[src/rtl/clock_supervisor_pkg.sv]
// Shared types for the clock supervisor: FSM state encoding, status count width
// and the saturating increment used by the lock-loss and retry counters.
package clock_supervisor_pkg;

    localparam int unsigned COUNT_W = 8;

    typedef enum logic [2:0] {
        CS_RESET_DCM = 3'd0,
        CS_WAIT_LOCK = 3'd1,
        CS_STABLE    = 3'd2,
        CS_RELEASE   = 3'd3,
        CS_RUN       = 3'd4
    } cs_state_t;

    function automatic logic [COUNT_W-1:0] sat_inc(input logic [COUNT_W-1:0] v);
        return (v == '1) ? v : v + COUNT_W'(1);
    endfunction

endpackage

[src/rtl/clock_supervisor_sync_bit.sv]
// Single-bit multi-flop synchroniser with asynchronous active-low clear.
// Reusable by consumer domains to bring a reset/status bit into their clock.
module sync_bit #(
    parameter int unsigned STAGES = 2
) (
    input  logic clk,
    input  logic rst_n,
    input  logic d,
    output logic q
);

    logic [STAGES-1:0] chain;

    always_ff @(posedge clk or negedge rst_n) begin
        if (!rst_n) begin
            chain <= '0;
        end else begin
            chain <= {chain[STAGES-2:0], d};
        end
    end

    assign q = chain[STAGES-1];

endmodule

[src/rtl/clock_supervisor.sv]
// DCM/PLL lock supervisor: pulses the DCM reset, waits for a stable lock with
// timeout/retry, then releases NCHAN active-low resets in staggered order.
module clock_supervisor
    import clock_supervisor_pkg::*;
#(
    parameter int unsigned NCHAN        = 4,
    parameter int unsigned SYNC_STAGES  = 2,
    parameter int unsigned RST_PULSE    = 8,
    parameter int unsigned LOCK_TIMEOUT = 65536,
    parameter int unsigned STABLE_CYC   = 256,
    parameter int unsigned STAGGER      = 16,
    parameter int unsigned CNTW         = 20
) (
    input  logic               clkIn,
    input  logic               rstIn,
    input  logic               locked,
    input  logic               softRst,
    output logic               rstDCM,
    output logic [NCHAN-1:0]   rstnOut,
    output logic               allReady,
    output logic [COUNT_W-1:0] unlockCount,
    output logic [COUNT_W-1:0] retryCount,
    output logic [2:0]         state
);

    localparam int unsigned CHW = $clog2(NCHAN) + 1;

    logic               locked_s;
    cs_state_t          st, st_n;
    logic [CNTW-1:0]    cnt, cnt_n;
    logic [CHW-1:0]     chan, chan_n;
    logic               rstdcm_n, ready_n;
    logic [NCHAN-1:0]   rstn_n;
    logic [COUNT_W-1:0] unl_n, rty_n;

    sync_bit #(.STAGES(SYNC_STAGES)) u_lock_sync (
        .clk   (clkIn),
        .rst_n (rstIn),
        .d     (locked),
        .q     (locked_s)
    );

    always_comb begin
        st_n   = st;
        cnt_n  = cnt + CNTW'(1);
        chan_n = chan;
        rstn_n = rstnOut;
        ready_n = allReady;
        unl_n  = unlockCount;
        rty_n  = retryCount;

        // softRst outranks every state action, including unlock accounting
        if (softRst) begin
            st_n    = CS_RESET_DCM;
            cnt_n   = '0;
            rstn_n  = '0;
            ready_n = 1'b0;
        end else begin
            case (st)
                CS_RESET_DCM: begin
                    if (cnt == CNTW'(RST_PULSE - 1)) begin
                        st_n  = CS_WAIT_LOCK;
                        cnt_n = '0;
                    end
                end
                CS_WAIT_LOCK: begin
                    if (locked_s) begin
                        st_n  = CS_STABLE;
                        cnt_n = '0;
                    end else if (cnt == CNTW'(LOCK_TIMEOUT - 1)) begin
                        st_n  = CS_RESET_DCM;
                        cnt_n = '0;
                        rty_n = sat_inc(retryCount);
                    end
                end
                CS_STABLE: begin
                    if (!locked_s) begin
                        st_n  = CS_WAIT_LOCK;
                        cnt_n = '0;
                    end else if (cnt == CNTW'(STABLE_CYC - 1)) begin
                        cnt_n  = '0;
                        chan_n = '0;
                        rstn_n = NCHAN'(1);
                        if (NCHAN == 1) begin
                            st_n    = CS_RUN;
                            ready_n = 1'b1;
                        end else begin
                            st_n = CS_RELEASE;
                        end
                    end
                end
                CS_RELEASE: begin
                    if (!locked_s) begin
                        st_n    = CS_RESET_DCM;
                        cnt_n   = '0;
                        rstn_n  = '0;
                        ready_n = 1'b0;
                        unl_n   = sat_inc(unlockCount);
                    end else if (cnt == CNTW'(STAGGER - 1)) begin
                        cnt_n  = '0;
                        chan_n = chan + CHW'(1);
                        rstn_n = (rstnOut << 1) | NCHAN'(1);
                        if (chan_n == CHW'(NCHAN - 1)) begin
                            st_n    = CS_RUN;
                            ready_n = 1'b1;
                        end
                    end
                end
                CS_RUN: begin
                    cnt_n = cnt;
                    if (!locked_s) begin
                        st_n    = CS_RESET_DCM;
                        cnt_n   = '0;
                        rstn_n  = '0;
                        ready_n = 1'b0;
                        unl_n   = sat_inc(unlockCount);
                    end
                end
                default: begin
                    st_n    = CS_RESET_DCM;
                    cnt_n   = '0;
                    rstn_n  = '0;
                    ready_n = 1'b0;
                end
            endcase
        end

        rstdcm_n = (st_n == CS_RESET_DCM);
    end

    always_ff @(posedge clkIn or negedge rstIn) begin
        if (!rstIn) begin
            st          <= CS_RESET_DCM;
            cnt         <= '0;
            chan        <= '0;
            rstDCM      <= 1'b1;
            rstnOut     <= '0;
            allReady    <= 1'b0;
            unlockCount <= '0;
            retryCount  <= '0;
        end else begin
            st          <= st_n;
            cnt         <= cnt_n;
            chan        <= chan_n;
            rstDCM      <= rstdcm_n;
            rstnOut     <= rstn_n;
            allReady    <= ready_n;
            unlockCount <= unl_n;
            retryCount  <= rty_n;
        end
    end

    assign state = st;

endmodule

[config.mk]
export PLATFORM = sky130hd
export DESIGN_NAME = clock_supervisor
export DESIGN_NICKNAME = d
export VERILOG_FILES = /design/src/rtl/clock_supervisor_pkg.sv /design/src/rtl/clock_supervisor_sync_bit.sv /design/src/rtl/clock_supervisor.sv
export SDC_FILE = /design/constraint.sdc
export NUM_CORES = 1
export LEC_CHECK = 0
export CAP_MARGIN = 20
export CORE_ASPECT_RATIO = 1.5
export CORE_UTILIZATION = 40
export CTS_BUF_LIST = sky130_fd_sc_hd__clkbuf_8
export CTS_CLUSTER_DIAMETER = 60
export DETAILED_ROUTE_END_ITERATION = 6
export GPL_TIMING_DRIVEN = 0
export PLACE_DENSITY_LB_ADDON = 0.12
export SLEW_MARGIN = 20
export SYNTH_ARGS = -nofsm -noshare
export SYNTH_HDL_FRONTEND = slang
export SYNTH_HIERARCHICAL = 1
export SYNTH_SLANG_ARGS = --single-unit
[constraint.sdc]
create_clock -name clkIn -period 2.7 [get_ports clkIn]
set_input_delay 0.27 -clock clkIn [delete_from_list [all_inputs] [get_ports clkIn]]
set_output_delay 0.27 -clock clkIn [all_outputs]
set_load 0.1 [all_outputs]
==> impl_metrics.tcl <==
set metrics [dict create \
    critical_path_required_ns 2.88 \
    fill_cells 650 \
    r2r_start "cnt[0]" \
    firstDrtPassIters 4 \
    cts_tree "built" \
    grt_pass1_vias 2329 \
    drive_gt1_share_pct 10.18 \
    final_nets 342 \
    root_buffer "clkbuf_8" \
    fin_util_pct 49.14 \
    cts_hold_buf 0 \
    pwr-share-clk_pct 36.2 \
    cts_max_level 2 \
    clock_latency_ns 0.31 \
    cts_buffer_depth 2 \
    wire_per_inst_microns 16.02 \
    die_w_microns 70.86 \
    drc 0 \
    synth-seq-cells 50 \
    hpwlAfterDp_microns 4611 \
    critPathCaptureType "flop" \
    dieArea_sq_um 7461 \
    layout_setup_ws_ns 0.1662 \
    synth_nets 303 \
    syn_avg_cell_area_sq_um 9.678 \
    multi_input_area_sq_um 1503 \
    drtIter0Drc 95 \
    worstMarginPinSlew_ns 0.9780 \
    cts.clk_slew.worst_paths_ns 0.10 \
    powerDensity_nw_per_um2 381.6 \
    place_inst 400 \
    hold_viol_final 28 \
    fin_crit_sh_pct 93.84 \
    ys_seq_area_share_pct 44.02 \
    drv_slew 0 \
    cts_sinks 50 \
    max_freq_ghz 0.3947 \
    hold_class "in -> async" \
    crit_type "reg -> reg" \
    routabilityCongestion 0.8626 \
    grt_pass1_wl_microns 11250 \
    p_int_w 0.0009791 \
    area_growth_pct 18.34 \
    p_leak_nw 1.404 \
    cts_buffers 5 \
    ios 29 \
    synth_area_sq_um 2845 \
    cp_max_fo 10 \
    die_h_microns 105.3 \
    seq_area_sq_um 1252 \
    synthFlopType "dfrtp_1" \
    rows 37 \
    initial_core_util_pct 41.53 \
    synth_cell_types 56 \
    pre_cts_ws_ns -0.01517 \
    port_buffers 28 \
    switching_share_pct 23.80 \
    yosysWarnings 6 \
    fin_crit_ns 2.534 \
    n_antenna_cell 0 \
    gr-total-overflow 0 \
    worstPathArrival_ns 2.71 \
    vias 2329 \
    synth-async-reset-ratio_pct 100.0 \
    p_comb_share_pct 4.7 \
    drv_cap 0 \
    rsz0062_at_grt "no" \
    setup_viol 0 \
    finClkSkew_ns 0.006071 \
    worstSetupStartpoint "cnt[0]" \
    final_antenna_net_count 0 \
    start_kind "flop" \
    relSlewSlack_pct 34.60 \
    finalNonFillerCells 412 \
    vias_per_cell 5.653 \
    power_switching_w 0.0003059 \
    wl_microns 6599 \
    grt_max_degree 51 \
    core_area_sq_um 6852 \
    synth_edf_count 0 \
    antenna_found_initial 0 \
    setup_tns_ns 0 \
    whs_ns -0.02285 \
    violations "negative hold slack" \
    p_seq_share_pct 59.1 \
    status "complete, but fails checks" \
    grt_use_total_pct 19.03 \
    placed_cell_area_sq_um 3221 \
    ir_drop_v 0.0003492 \
    syn_inst 294 \
    final_cell_area_sq_um 3367 \
]
## placed cells by master (no fill, tap or decap), types with 2 or more instances in the layout
master and n:
and3_1 7, mux2_2 2, a21oi_1 10, ha_1 5, nand2b_1 6, o31ai_1 14
a22oi_1 2, o211a_1 2, o311ai_0 2, nand2_1 40, nor3_1 6, clkdlybuf4s50_1 27
inv_1 6, xnor2_1 18, o21ai_0 12, or4_1 2, nor2_1 12, nor4_1 6
dfrtp_1 49, clkbuf_8 6, buf_4 6, clkbuf_1 8, nand4_1 15, a31oi_1 2
o21a_1 2, a211oi_1 2, nand3_1 15, xor2_1 9, buf_2 4, nor4_4 2
and4_1 4, mux2i_1 2, mux2_4 2
## path summary, 6_finish.rpt
check / endpoint / slack, ns / cells after the start
setup reg to reg: cnt[15] / 0.17 / 7
max in group asynchronous: retryCount[6] / 2.29 / 1
hold / removal: cnt[6] / -0.02 / 1
setup / recovery: cnt[15] / 0.17 / 7
hold reg to reg: u_lock_sync/chain[1] / 0.36 / 0
min in group clkIn: u_lock_sync/chain[1] / 0.36 / 0
## power by group through the flow
stage | sequential (W) | clock [W] | combinational, W
floorplan | 0.000775 | 0 | 0.0000280
global placement | 0.000774 | 0 | 0.0000598
detailed placement | 0.000774 | 0 | 0.0000591
CTS | 0.000760 | 0.000481 | 0.0000593
global route | 0.000761 | 0.000508 | 0.0000687
finish | 0.000760 | 0.000465 | 0.0000601
## per-stage QoR
step                hold slack [ns]  power (W)
global placement             0.3340  0.0008340
global route                0.03400   0.001338
detailed placement           0.3411  0.0008334
floorplan                  -0.02559  0.0008026
CTS                        0.003509   0.001300
finish                     -0.02285   0.001285
## state kept, by name (all words and copies together) (netlist names)
| register | flops |
|---|---|
| cnt | 20 |
| retryCount | 8 |
| u_lock_sync/chain | 2 |
| state | 3 |
| chan | 3 |
| rstDCM | 1 |
| allReady | 1 |
| unlockCount | 8 |
| rstnOut | 4 |
## synthesized netlist by cell type, drive strengths merged (3+ instances only)
| library cell | number | area [sq um] |
|---|---|---|
| nor4 | 8 | 71.32 |
| xor2 | 9 | 78.83 |
| dfrtp | 49 | 1226 |
| and3 | 7 | 43.79 |
| nand3 | 15 | 75.07 |
| clkbuf | 8 | 30.03 |
| nand2b | 6 | 37.54 |
| nand4 | 15 | 93.84 |
| nor3 | 8 | 56.31 |
| o21ai | 12 | 60.06 |
| nand2 | 40 | 150.1 |
| o311ai | 3 | 26.28 |
| o31ai | 14 | 105.1 |
| xnor2 | 18 | 157.7 |
| buf | 7 | 46.29 |
| mux2 | 4 | 52.55 |
| ha | 5 | 62.56 |
| inv | 6 | 22.52 |
| a21oi | 10 | 50.05 |
| nor2 | 12 | 45.04 |
| and4 | 4 | 35.03 |
## metal layers
metal / up-vias / global-route usage (%) / routed length, microns
met4: 0 / 6.714 / 100
li1: 1149 / - / -
met2: 42 / 34.75 / 3395
met1: 1129 / 22.33 / 2909
met3: 9 / 2.772 / 194
met5: - / 0 / 0
## worst max-delay path: stages (launching register included)
cell and delay, ns:
dfrtp_1 0.45, ha_1 0.28, nand3_1 0.31, nor4b_1 0.55, a21oi_1 0.32, nor3_4 0.24, buf_12 0.16, o211ai_1 0.09
## final cells by class
cell class	count	share of cell area (%)
clock inverter	2	0.3716
inverter	6	0.6689
timing repair buffer	32	9.513
sequential	50	37.20
buffer	15	2.267
tap	78	2.899
clock buffer	6	2.453
multi-input combinational	223	44.63
## kinds of logic after synthesis
group | Yosys count | synth area share [%]
DFF | 50 | 44.02
xor gates and xnor gates | 27 | 8.311
and+or+nand+nor | 128 | 25.11
buffers and inverters | 21 | 3.474
AOI/OAI and AO/OA | 57 | 14.34
muxes | 6 | 2.551
adders and majority gates | 5 | 2.199
## what timing repair did
item / 4_1_cts / 5_1_grt
pin swaps: 0 / 3
gates cloned: 0 / 0
resized for setup: 1 / 0
setup endpoints to repair: 1 / 19
setup buffers: 0 / 4
(Power assumes the default switching activity.)
